===== src/rtl/fp16_pkg.sv =====
`default_nettype none
// +-----------------------------------------------------------------------------+
// | fp16_pkg : shared binary16 constants and divider state encoding             |
// | Rev 1.0                                                                     |
// +-----------------------------------------------------------------------------+
package fp16_pkg;

  localparam int          FP16_BIAS   = 15;
  localparam int          FP16_EXP_W  = 5;
  localparam int          FP16_FRAC_W = 10;
  localparam logic [15:0] FP16_QNAN   = 16'h7E00;
  localparam logic [14:0] FP16_INF    = 15'h7C00;

  typedef enum logic [2:0] {
    IDLE   = 3'd0,
    UNPACK = 3'd1,
    DIV    = 3'd2,
    ROUND  = 3'd3,
    DONE   = 3'd4
  } fp16_div_state_t;

endpackage
`default_nettype wire


===== src/rtl/fp16_lzc11.sv =====
`default_nettype none
// +-----------------------------------------------------------------------------+
// | fp16_lzc11 : combinational 11-bit leading-zero counter (11 for all-zero)    |
// | Rev 1.0                                                                     |
// +-----------------------------------------------------------------------------+
module fp16_lzc11 (
  input  logic [10:0] x_i,
  output logic [3:0]  lz_o
);

  // Scanning upward lets the highest set bit win.
  always_comb begin
    lz_o = 4'd11;
    for (int i = 0; i < 11; i++) begin
      if (x_i[i]) lz_o = 4'(10 - i);
    end
  end

endmodule
`default_nettype wire


===== src/rtl/fp16_divider.sv =====
`default_nettype none
// +-----------------------------------------------------------------------------+
// | fp16_divider : iterative IEEE-754 binary16 divider, RNE, valid/ready both   |
// | sides. Define FP16_DIV_FTZ_EN to flush subnormal inputs and results.        |
// | Rev 1.0                                                                     |
// +-----------------------------------------------------------------------------+
module fp16_divider
  import fp16_pkg::*;
#(
  parameter int BITS_PER_CYCLE = 1
) (
  input  logic        clk,
  input  logic        rst,
  input  logic        in_valid,
  output logic        in_ready,
  input  logic [15:0] a,
  input  logic [15:0] b,
  output logic        out_valid,
  input  logic        out_ready,
  output logic [15:0] out
);

  localparam int         QW       = 14;
  localparam int         DIV_CYC  = QW / BITS_PER_CYCLE;
  localparam logic [3:0] DIV_LAST = 4'(DIV_CYC - 1);

  if (BITS_PER_CYCLE != 1 && BITS_PER_CYCLE != 2) begin : g_bpc_check
    $error("fp16_divider: BITS_PER_CYCLE must be 1 or 2");
  end

  fp16_div_state_t   state_q;
  logic [15:0]       a_q, b_q, out_q;
  logic              sign_q, out_valid_q, in_ready_q;
  logic signed [7:0] e_q;
  logic [10:0]       mb_q;
  logic [11:0]       rem_q;
  logic [13:0]       quo_q;
  logic [3:0]        cnt_q;

  // ---------------- unpack / classify ----------------
  logic [4:0]        exp_a, exp_b;
  logic [9:0]        frac_a, frac_b;
  logic              a_nan, a_inf, a_zero, b_nan, b_inf, b_zero;
  logic [10:0]       ma_d, mb_d;
  logic signed [7:0] ea_d, eb_d, e_d;
  logic              sign_d, spec_hit;
  logic [15:0]       spec_d;

  assign exp_a  = a_q[FP16_FRAC_W +: FP16_EXP_W];
  assign exp_b  = b_q[FP16_FRAC_W +: FP16_EXP_W];
  assign frac_a = a_q[FP16_FRAC_W-1:0];
  assign frac_b = b_q[FP16_FRAC_W-1:0];
  assign a_nan  = (exp_a == 5'h1F) && (frac_a != 10'd0);
  assign a_inf  = (exp_a == 5'h1F) && (frac_a == 10'd0);
  assign b_nan  = (exp_b == 5'h1F) && (frac_b != 10'd0);
  assign b_inf  = (exp_b == 5'h1F) && (frac_b == 10'd0);
  assign sign_d = a_q[15] ^ b_q[15];

`ifdef FP16_DIV_FTZ_EN
  assign a_zero = (exp_a == 5'd0);
  assign b_zero = (exp_b == 5'd0);
  assign ma_d   = {1'b1, frac_a};
  assign mb_d   = {1'b1, frac_b};
  assign ea_d   = $signed({3'b000, exp_a});
  assign eb_d   = $signed({3'b000, exp_b});
`else
  logic [3:0] lz_a, lz_b;

  fp16_lzc11 u_lzc_a (.x_i({1'b0, frac_a}), .lz_o(lz_a));
  fp16_lzc11 u_lzc_b (.x_i({1'b0, frac_b}), .lz_o(lz_b));

  assign a_zero = (exp_a == 5'd0) && (frac_a == 10'd0);
  assign b_zero = (exp_b == 5'd0) && (frac_b == 10'd0);
  assign ma_d   = (exp_a == 5'd0) ? ({1'b0, frac_a} << lz_a) : {1'b1, frac_a};
  assign mb_d   = (exp_b == 5'd0) ? ({1'b0, frac_b} << lz_b) : {1'b1, frac_b};
  assign ea_d   = (exp_a == 5'd0) ? 8'sd1 - $signed({4'b0000, lz_a}) : $signed({3'b000, exp_a});
  assign eb_d   = (exp_b == 5'd0) ? 8'sd1 - $signed({4'b0000, lz_b}) : $signed({3'b000, exp_b});
`endif

  assign e_d = ea_d - eb_d + $signed(8'(FP16_BIAS));

  always_comb begin
    spec_hit = 1'b1;
    spec_d   = FP16_QNAN;
    if (a_nan || b_nan || (a_zero && b_zero) || (a_inf && b_inf)) spec_d = FP16_QNAN;
    else if (a_inf || b_zero)                                      spec_d = {sign_d, FP16_INF};
    else if (a_zero || b_inf)                                      spec_d = {sign_d, 15'h0000};
    else                                                           spec_hit = 1'b0;
  end

  // ---------------- restoring division step ----------------
  logic [11:0] rem_d;
  logic [13:0] quo_d;

  always_comb begin
    rem_d = rem_q;
    quo_d = quo_q;
    for (int k = 0; k < BITS_PER_CYCLE; k++) begin
      if (rem_d >= {1'b0, mb_q}) begin
        rem_d = rem_d - {1'b0, mb_q};
        quo_d = {quo_d[12:0], 1'b1};
      end else begin
        quo_d = {quo_d[12:0], 1'b0};
      end
      rem_d = rem_d << 1;
    end
  end

  // ---------------- normalise / denormalise / round / pack ----------------
  logic [13:0]       qn, qs;
  logic signed [7:0] en, e2;
  logic              stk, up, sub;
  logic [11:0]       m12;
  logic [9:0]        frac_r;
  logic [15:0]       res_d;

`ifndef FP16_DIV_FTZ_EN
  logic [3:0]  sh;
  logic [28:0] wide;
`endif

  always_comb begin
    qn  = quo_q[13] ? quo_q : {quo_q[12:0], 1'b0};
    en  = quo_q[13] ? e_q : e_q - 8'sd1;
    stk = |rem_q;
    qs  = qn;
    sub = 1'b0;
`ifndef FP16_DIV_FTZ_EN
    sh   = 4'd0;
    wide = '0;
    if (en <= 8'sd0) begin
      sub  = 1'b1;
      sh   = (en < -8'sd14) ? 4'd15 : 4'(8'sd1 - en);
      // The extra 15 low bits catch everything shifted past the lsb.
      wide = {qn, 15'd0} >> sh;
      qs   = wide[28:15];
      stk  = stk | (|wide[14:0]);
    end
`endif
    up     = qs[2] & (qs[3] | qs[1] | qs[0] | stk);
    m12    = {1'b0, qs[13:3]} + {11'd0, up};
    e2     = m12[11] ? en + 8'sd1 : en;
    frac_r = m12[11] ? m12[10:1] : m12[9:0];
    if (sub)                 res_d = {sign_q, 4'd0, m12[10:0]};
    else if (e2 >= 8'sd31)   res_d = {sign_q, FP16_INF};
`ifdef FP16_DIV_FTZ_EN
    // Only an all-ones mantissa at e=0 would round up into the normal range.
    else if (en <= 8'sd0)    res_d = (en == 8'sd0 && (&qn[13:3])) ? {sign_q, 5'd1, 10'd0}
                                                                    : {sign_q, 15'h0000};
`endif
    else                     res_d = {sign_q, e2[4:0], frac_r};
  end

  // ---------------- control FSM ----------------
  always_ff @(posedge clk or posedge rst) begin
    if (rst) begin
      state_q     <= IDLE;
      a_q         <= '0;
      b_q         <= '0;
      out_q       <= '0;
      sign_q      <= 1'b0;
      e_q         <= '0;
      mb_q        <= '0;
      rem_q       <= '0;
      quo_q       <= '0;
      cnt_q       <= '0;
      out_valid_q <= 1'b0;
      in_ready_q  <= 1'b1;
    end else begin
      case (state_q)
        IDLE: begin
          if (in_valid) begin
            a_q        <= a;
            b_q        <= b;
            in_ready_q <= 1'b0;
            state_q    <= UNPACK;
          end
        end
        UNPACK: begin
          sign_q <= sign_d;
          e_q    <= e_d;
          mb_q   <= mb_d;
          rem_q  <= {1'b0, ma_d};
          quo_q  <= '0;
          cnt_q  <= DIV_LAST;
          if (spec_hit) begin
            out_q   <= spec_d;
            state_q <= DONE;
          end else begin
            state_q <= DIV;
          end
        end
        DIV: begin
          rem_q <= rem_d;
          quo_q <= quo_d;
          cnt_q <= cnt_q - 4'd1;
          if (cnt_q == 4'd0) state_q <= ROUND;
        end
        ROUND: begin
          out_q       <= res_d;
          out_valid_q <= 1'b1;
          state_q     <= DONE;
        end
        DONE: begin
          // Special results arrive with out_valid still low; raise it one cycle later.
          if (!out_valid_q) begin
            out_valid_q <= 1'b1;
          end else if (out_ready) begin
            out_valid_q <= 1'b0;
            in_ready_q  <= 1'b1;
            state_q     <= IDLE;
          end
        end
        default: begin
          out_valid_q <= 1'b0;
          in_ready_q  <= 1'b1;
          state_q     <= IDLE;
        end
      endcase
    end
  end

  assign in_ready  = in_ready_q;
  assign out_valid = out_valid_q;
  assign out       = out_q;

endmodule
`default_nettype wire


===== config.mk =====
export PLATFORM = sky130hd
export DESIGN_NAME = fp16_divider
export DESIGN_NICKNAME = d
export VERILOG_FILES = /design/src/rtl/fp16_pkg.sv /design/src/rtl/fp16_lzc11.sv /design/src/rtl/fp16_divider.sv
export SDC_FILE = /design/constraint.sdc
export NUM_CORES = 1
export LEC_CHECK = 0
export BUFFER_PORTS_ARGS = -buffer_cell sky130_fd_sc_hd__buf_4
export CORE_ASPECT_RATIO = 0.6
export CORE_UTILIZATION = 35
export DETAILED_ROUTE_END_ITERATION = 6
export HOLD_SLACK_MARGIN = 0.1
export PLACE_DENSITY_LB_ADDON = 0.25
export SETUP_SLACK_MARGIN = 0.15
export SKIP_CTS_REPAIR_TIMING = 1
export SYNTH_ARGS = -nofsm -noshare
export SYNTH_HDL_FRONTEND = slang
export SYNTH_HIERARCHICAL = 1
export SYNTH_SLANG_ARGS = --single-unit
export TNS_END_PERCENT = 30

===== constraint.sdc =====
create_clock -name clk -period 7.3 [get_ports clk]
set_input_delay 0.365 -clock clk [delete_from_list [all_inputs] [get_ports clk]]
set_output_delay 0.365 -clock clk [all_outputs]
set_load 0.03 [all_outputs]

# Yosys cells after proc, flatten, opt, wreduce, memory -nomap -nowiden
# Index checks and enable logic that the tools add are counted.
# totals
register_bits	103
in_bits	36
out_inout_bits	18
word_cells	138
# classes
add_sub_neg	10
order_cmp	4
eq_ne	11
shift	3
muxes	60
bitwise	7
n_reduce_logical	31
# ops
op	n
$mux W16	4
$mux W4	15
$mux W11	3
$mux W8	4
$pmux W16 S2	1
$mux W15	2
$shr A29 B4 Y29	1
$mux W14	2
$pmux W14 S2	1
$pmux W12 S2	1
$shl A10 B4 Y11	2
$logic_not A10 Y1	2
$reduce_bool A10 Y1	2
$mux W3	5
$pmux W3 S5	1
$reduce_or A15 Y1	1
$mux W1	13
$add A11 B1 Y12	1
$ge A12 B11 Y1	1
$reduce_or A12 Y1	1
$sub A11 B11 Y11	1
$eq A5 B5 Y1 const B	2
$logic_not A5 Y1	2
$mux W10	1
29 further kinds	57

# Longest topological paths before layout
# Gate-level depths: netlist of the first run.
# depth
word_depth	16
ltp_mapped	22
ltp_nobuf	19

# Modules after synthesis
# Netlist of the first run, hierarchy kept.
# modules_own_cells
module	n_inst	cells_each	area_per_inst_um2	seq_area_each_um2
fp16_divider	1	1024	8598.2	2578.7
fp16_lzc11	2	17	110.1	0.0

# Worst setup path before layout of the first run
# No wires, ideal clock.
# synth_path
path_type	register to register
start	register e_q[0]
end	register out_q[9], in the netlist out[9]
setup_time_ns	0.143
arrival_ns	4.943
required_time_ns	7.157
setup_slack_ns	2.214
path_stages_with_launch	21
n_path_buf	3
period_less_slack_ns	5.086
cell_sequence	dfrtp_1 buf_2 clkinv_1 ha_1 nor2b_1 nor2_2 inv_1 clkbuf_1 ha_1 xnor2_1 xor2_1 or4_1 mux2_2 o22ai_1 and4_1 buf_2 and4_1 nand3_1 xnor2_1 a2111oi_4 a211oi_1
# synth_via
elab_chain_len	16
word_cells_on_any_way	24
classes_between	add/sub: 4; order compare: 3; shift: 1; mux: 10; bitwise: 5; reduce/logical: 1
# synth_lines
item	line	source
start, declared	fp16_divider.sv:34	logic signed [7:0] e_q;
start signal, assigned	fp16_divider.sv:162	e_q <= '0;
start signal, assigned	fp16_divider.sv:181	e_q <= e_d;
$sub A8 B2 Y8	fp16_divider.sv:124	en = quo_q[13] ? e_q : e_q - 8'sd1;
$mux W8 (*)	fp16_divider.sv:124	
$lt A8 B5 Y1 / $sub A2 B4 Y4 (equally long branches)	fp16_divider.sv:133	sh = (en < -8'sd14) ? 4'd15 : 4'(8'sd1 - en);
$mux W4	fp16_divider.sv:133	
$shr A29 B4 Y29	fp16_divider.sv:135	wide = {qn, 15'd0} >> sh;
$reduce_or A15 Y1 / $mux W14 (equally long branches)	fp16_divider.sv:137, fp16_divider.sv:131	
$or A1 B1 Y1, on equally long branches	fp16_divider.sv:137, fp16_divider.sv:140	
$mux W1 / $or A1 B1 Y1 (equally long branches)	fp16_divider.sv:131, fp16_divider.sv:140	
$or A1 B1 Y1	fp16_divider.sv:140	up = qs[2] & (qs[3] | qs[1] | qs[0] | stk);
$and A1 B1 Y1	fp16_divider.sv:140	
$add A11 B1 Y12	fp16_divider.sv:141	m12 = {1'b0, qs[13:3]} + {11'd0, up};
$mux W8	fp16_divider.sv:142	e2 = m12[11] ? en + 8'sd1 : en;
$ge A8 B6 Y1	fp16_divider.sv:145	else if (e2 >= 8'sd31) res_d = {sign_q, FP16_INF};
$mux W15	fp16_divider.sv:145	
$mux W15 (*)	fp16_divider.sv:144	if (sub) res_d = {sign_q, 4'd0, m12[10:0]};
$pmux W16 S2 (*)	fp16_divider.sv:170	case (state_q)
end signal, assigned	fp16_divider.sv:187	out_q <= spec_d;
end signal, assigned	fp16_divider.sv:200	out_q <= res_d;
end, declared	fp16_divider.sv:32	logic [15:0] a_q, b_q, out_q;
# Mark *: on every way between the ends. The rest lies on a longest branch, timed or not.
# A chain may end at the register's enable or synchronous reset.

# Final worst setup path of the first run
# Same ends and word-level chain as after synthesis.

==> impl_metrics.py, run 1 <==
metrics = {
    "critical_path": {
        "path_delay_family": "compound AO/OA/AOI/OAI gates",
        "cp.buffers_inverters": 6,
        "worstPathRequired_ns": 7.53,
        "reg2reg_to": "out[9]",
        "path_cells": "buf_4 -> clkinv_1 -> ha_1 -> nor2b_1 -> nor2_2 -> buf_4 -> inv_1 -> ha_1 -> inv_1 -> o21ai_0 -> o22ai_1 -> o311a_1 -> o221ai_1 -> a221oi_1 -> buf_4 -> nand2_1 -> nor2_2 -> a221oi_4 -> a2111oi_4 -> a211oi_1",
        "critPathMaxFanout": 22,
        "cpPeakStageDelay_ns": 0.55,
        "critPathCaptureType": "flop",
        "critPathArrivalTime_ns": 6.18,
        "crit_path_top_delay_cell": "a2111oi_4",
        "r2r_start": "e_q[0]",
        "crit_path_start_kind": "flop",
        "r2r_slack_ns": 1.35,
        "critPathKind": "flop to flop",
        "r2r_cells": 20,
        "crit_top_cell": "buf_4",
    },
    "placement": {
        "port_buffers": 53,
        "place.gp.congestion": 0.956,
        "dp_hpwl_um": 21700,
        "dp_cells": 1404,
        "pre_cts_ws_ns": 1.56,
        "placed_area_um2": 9580,
    },
    "synthesis": {
        "synth_area_per_cell_um2": 8.34,
        "yosysSeqAreaShare_pct": 29.2,
        "yosys.area.top_type": "dfrtp_1",
        "ys_warn_count": 6,
        "synth_ff_type": "dfrtp_1",
        "synth_enable_flop_cells": 0,
        "ys_seq_elements": 103,
        "ys_types": 92,
        "async_flop_share_pct": 100,
        "synth_cells": 1058,
        "synth_top_area_share_pct": 28.9,
        "syn-cell-area_um2": 8820,
        "synthTopCellsByArea": "dfrtp_1, mux2_2, nand2_1, ha_1, o21ai_0",
    },
    "timing": {
        "fmaxAchievable_mhz": 168,
        "setup_viol": 0,
        "slew_headroom_pct": 27.9,
        "tns_ns": 0,
        "slew_violations": 0,
        "hold_violations": 0,
        "worst_slew_pin_slew_ns": 1.05,
        "finalCritPeriodShare_pct": 81.4,
        "fin_skew_ns": 0.0127,
        "finalWorstSetupSlack_ns": 1.35,
        "whs_ns": 0.221,
        "rsz0062_at_grt": "false",
        "fin_crit_ns": 5.95,
    },
    "pwr": {
        "leakagePower_nw": 4.02,
        "power_mw": 5.19,
        "power_switching_mw": 2.79,
        "power_frac_seq_pct": 23.1,
        "pwr-share-clk_pct": 9.5,
        "p_int_mw": 2.40,
        "power.density_nw_per_um2": 526,
        "ir_worst_vdd_mv": 0.192,
        "pwr-share-comb_pct": 67.4,
        "swShare_pct": 53.8,
    },
    "drt": {
        "vias_per_cell": 5.91,
        "drcViolationCount": 1,
        "post_drt_wl_per_cell_um": 19.7,
        "drt-initial-drc-count": 871,
        "drt-pass1-iter-count": 7,
        "ant_nets": 0,
        "wl_um": 28000,
        "vias": 8395,
    },
    "grt": {
        "gr-total-overflow": 0,
        "grt_pass1_vias": 7595,
        "antenna_found_initial": 0,
        "grt_max_degree": 78,
        "grtUsageTotal_pct": 22.2,
        "grt_pass1_wl_um": 44400,
    },
    "final_layout": {
        "drive_gt1_share_pct": 16.0,
        "final_area_um2": 9880,
        "fin_nets": 1164,
        "nFillCells": 2506,
        "final_common_cell": "nand2_1",
        "instances_no_fill": 1421,
        "antenna_cells": 0,
        "final_util_pct": 40.4,
        "area_delta_synth_final_pct": 12.0,
        "final_cell_mix": "nand2_1, dfrtp_1, nor2_1",
    },
    "die": {
        "rows": 44,
        "core_area_um2": 24400,
        "die_w_um": 207,
        "ios": 54,
        "initial_core_util_pct": 36.1,
        "fp.dieH_um": 125,
        "dieArea_um2": 25900,
    },
    "clock_tree": {
        "htreeDepth": 3,
        "clockRootBuffer": "clkbuf_16",
        "cts_tree": "done",
        "clk_latency_ns": 0.37,
        "cts_buffers": 9,
        "clk_pin_slew_ns": 0.08,
        "clk_path_buf_depth": 2,
        "clock-sinks": 103,
    },
    "outcome": {
        "violations": "DRC",
        "status": "finished, violations left",
    },
    "worst_hold_path": {
        "hold_depth": 2,
        "whs_endpoint": "b_q[10]",
        "min_from": "b[10]",
        "min_path_type": "input pin to flop",
    },
    "flow_run": {
        "cap_violations": 0,
    },
}
kinds of logic after synthesis:
family | share of synthesized area [%]
DFF | 29.2
AOI/OAI and AO/OA | 27.1
xor gates and xnor gates | 3.48
and+or+nand+nor | 20.4
muxes | 9.69
adders and majority gates | 4.99
buffers and inverters | 5.02
other | 0.0425
state kept, by name, summed over array words and instances, names as in the netlist, 4 cells and up:
register  count
rem_q        12
b_q          16
out          16
quo_q        14
e_q           8
a_q          16
cnt_q         4
mb_q         11
worst max path at each step:
stage,start,endpoint,cells after the start
after floorplan,e_q[0],out[9],20
after global placement,e_q[0],out[9],20
after detailed placement,e_q[0],out[8],19
after CTS,e_q[0],out[9],20
after global routing,e_q[0],out[1],20
final,e_q[0],out[9],20
cell usage after synthesis (5+ instances only):
library cell and n:
a22o_1 14, a21oi_1 63, o21ai_0 78, a311oi_1 5, nor4b_1 6, xnor2_1 27, clkbuf_1 40, o221ai_1 14
nor4_1 12, or3_1 12, a21boi_0 9, and4_1 8, and3_1 9, nand2b_1 14, buf_2 12, xor2_1 8
a211oi_1 9, o31ai_1 14, o211ai_1 10, nor2b_1 16, nand2_1 113, a22oi_1 8, a31oi_1 15, ha_1 32
dfrtp_1 102, inv_1 42, mux2_2 43, and2_1 5, a221oi_1 10, o22ai_1 15, o21bai_1 6, nor2_1 95
nand4_1 10, o21a_1 10, nand3_1 17, nor3_1 25, a21o_1 7, mux2i_1 37
per-layer routing:
metal	GRT usage (%)	part of all wire, %	wire (um)	vias to the layer above
li1	-	-	-	4023
met1	38.7	55	15300	4034
met2	25.4	34	9580	320
met3	5.63	10	2860	18
met4	3.86	0.88	245	0
met5	0	0	0	-
power groups by stage:
stage / clock network [mW] / logic (mW) / registers (mW)
global route: 0.533 / 3.83 / 1.24
global placement: 0 / 3.42 / 1.19
detailed placement: 0 / 3.41 / 1.20
finish: 0.492 / 3.50 / 1.20
CTS: 0.511 / 3.43 / 1.19
floorplan: 0 / 2.52 / 1.09
final cells by class:
class | instances | area, um^2 | share of cell area, %
Clock inverter | 7 | 66.3 | 0.671
Tap cell | 322 | 403 | 4.08
Clock buffer | 9 | 225 | 2.28
Timing Repair Buffer | 81 | 611 | 6.18
Sequential cell | 103 | 2580 | 26.1
Inverter | 44 | 168 | 1.70
Multi-Input combinational cell | 855 | 5830 | 59.0
Power figures use the tool's default switching activity.
==> run 2: changes to the inputs <==
clock period = 5.9 ns   (was 7.3 ns; I/O delays follow)
==> run 2 against run 1 <==
- sequential share of layout area is essentially flat
- combinational power grew 23%
- clock power grew 24%
- first-iteration DRC count grew 8.6%
- sequential power grew 24%
- utilization is essentially flat
- clock-buffer cell count is the same
- the run still ends with DRC left
- clock skew shrank 0.0028 ns
- worst setup slack lost 0.89 ns
- sequential cell count is the same
- largest power group unchanged
==> impl_metrics.py, run 2 (synthesis gave the netlist of run 1 again) <==
metrics = {
    "critical_path": {
        "cpPeakStageDelay_ns": 0.72,
        "cp.buffers_inverters": 2,
        "path_cells": "inv_1 -> ha_1 -> or4b_4 -> a211oi_4 -> nor2_2 -> o21ai_1 -> nand2_1 -> o31ai_1 -> a221oi_1 -> buf_4 -> a41o_1 -> a221oi_4 -> a31oi_1 -> o31ai_1",
        "r2r_slack_ns": 0.46,
        "cp.depth": 14,
        "critPathMaxFanout": 12,
        "critPathKind": "flop to flop",
        "worstSetupStartpoint": "e_q[1]",
        "r2r_start": "e_q[1]",
        "critPathArrivalTime_ns": 5.72,
        "critPathCaptureType": "flop",
        "crit_top_cell": "o31ai_1",
        "r2r_cells": 14,
        "worstPathRequired_ns": 6.18,
        "crit_path_start_kind": "flop",
        "path_delay_family": "compound AO/OA/AOI/OAI gates",
        "crit_path_top_delay_cell": "o31ai_1",
    },
    "drt": {
        "vias_per_cell": 5.91,
        "drt-pass1-iter-count": 7,
        "drt-initial-drc-count": 946,
        "wl_um": 28300,
        "vias": 8397,
        "post_drt_wl_per_cell_um": 19.9,
        "ant_nets": 0,
        "drcViolationCount": 13,
    },
    "die": {
        "ios": 54,
        "core_area_um2": 24400,
        "die_w_um": 207,
        "dieArea_um2": 25900,
        "fp.dieH_um": 125,
        "rows": 44,
        "initial_core_util_pct": 36.1,
    },
    "grt": {
        "grt_max_degree": 66,
        "grtUsageTotal_pct": 22.1,
        "antenna_found_initial": 0,
        "gr-total-overflow": 0,
        "grt_pass1_wl_um": 44300,
        "grt_pass1_vias": 7590,
    },
    "clock_tree": {
        "cts_buffers": 9,
        "clock-sinks": 103,
        "clk_path_buf_depth": 2,
        "clockRootBuffer": "clkbuf_16",
        "cts_tree": "done",
        "htreeDepth": 3,
        "clk_pin_slew_ns": 0.08,
        "clk_latency_ns": 0.38,
    },
    "timing": {
        "tns_ns": 0,
        "slew_violations": 0,
        "rsz0062_at_grt": "false",
        "finalCritPeriodShare_pct": 92.2,
        "worst_slew_pin_slew_ns": 0.955,
        "hold_violations": 0,
        "slew_headroom_pct": 36.1,
        "setup_viol": 0,
        "fmaxAchievable_mhz": 184,
        "fin_skew_ns": 0.00986,
        "fin_crit_ns": 5.44,
    },
    "placement": {
        "port_buffers": 53,
        "dp_hpwl_um": 21800,
        "place.gp.congestion": 0.981,
    },
    "pwr": {
        "pwr-share-clk_pct": 9.5,
        "power_frac_seq_pct": 23.2,
        "pwr-share-comb_pct": 67.2,
        "power.density_nw_per_um2": 649,
        "power_mw": 6.41,
        "leakagePower_nw": 4.02,
        "power_switching_mw": 3.44,
        "swShare_pct": 53.8,
        "p_int_mw": 2.96,
        "ir_worst_vdd_mv": 0.203,
    },
    "outcome": {
        "violations": "DRC",
        "status": "finished, violations left",
    },
    "final_layout": {
        "nFillCells": 2503,
        "final_cell_mix": "nand2_1, dfrtp_1, nor2_1",
        "area_delta_synth_final_pct": 12.0,
        "antenna_cells": 0,
        "fin_nets": 1163,
        "final_common_cell": "nand2_1",
        "drive_gt1_share_pct": 16.1,
        "regArea_um2": 2580,
        "multiInputGateArea_um2": 5840,
    },
    "worst_hold_path": {
        "hold_depth": 2,
        "min_path_type": "input pin to flop",
        "min_from": "b[13]",
    },
    "flow_run": {
        "cap_violations": 0,
    },
}
run 2: cell count changes in the layout (fill, tap and decap cells not counted), sizes merged:
cell    previous run  this run
buf               80        79
clkinv             3         4
inv               47        46
run 2: final timing paths:
kind / to
worst max-delay path: out[8]
worst min-delay path: b_q[13]
worst max register to register: out[8]
worst min register to register: cnt_q[3]
max in group asynchronous: rem_q[0]
min in group asynchronous: state_q[2]
run 2: per-layer routing:
| metal | part of all wire, % | GRT usage, % | wire length [um] | up-vias |
|---|---|---|---|---|
| li1 | - | - | - | 4017 |
| met1 | 54 | 37.6 | 15200 | 3997 |
| met2 | 34 | 24.9 | 9680 | 363 |
| met3 | 11 | 8.11 | 3190 | 20 |
| met4 | 0.74 | 3.48 | 210 | 0 |
| met5 | 0 | 0 | 0 | - |
run 2: final cells by class:
class	instances	area share [%]
sequential	103	26.1
timing repair buffer	80	6.11
inverter	44	1.70
tap	322	4.08
clock buffer	9	2.28
multi-input combinational	855	59.1
clock inverter	7	0.633
run 2: through the flow:
stage	hold slack [ns]	setup slack (ns)	area, um^2	std cells	utilization, %
global placement	0.375	0.692	9570	1403	39.1
finish	0.143	0.462	9880	1420	40.4
global route	0.127	0.172	9880	1420	40.4
CTS	-0.0386	0.580	9860	1419	40.3
detailed placement	0.380	0.596	9570	1403	39.1
floorplan	0.437	0.814	8840	1063	-
run 2: power groups by stage:
stage	Clock [mW]	Sequential, mW	Combinational, mW
final	0.612	1.49	4.31
after global routing	0.658	1.54	4.72
after CTS	0.629	1.47	4.20
after detailed placement	0	1.49	4.18
after global placement	0	1.48	4.19
after floorplan	0	1.35	3.12
run 2: worst register-to-register path, stage by stage (launching register included):
cell and delay (ns):
dfrtp_1 0.50, inv_1 0.17, ha_1 0.27, or4b_4 0.54, a211oi_4 0.34, nor2_2 0.14, o21ai_1 0.68, nand2_1 0.34
o31ai_1 0.72, a221oi_1 0.21, buf_4 0.23, a41o_1 0.29, a221oi_4 0.39, a31oi_1 0.24, o31ai_1 0.29
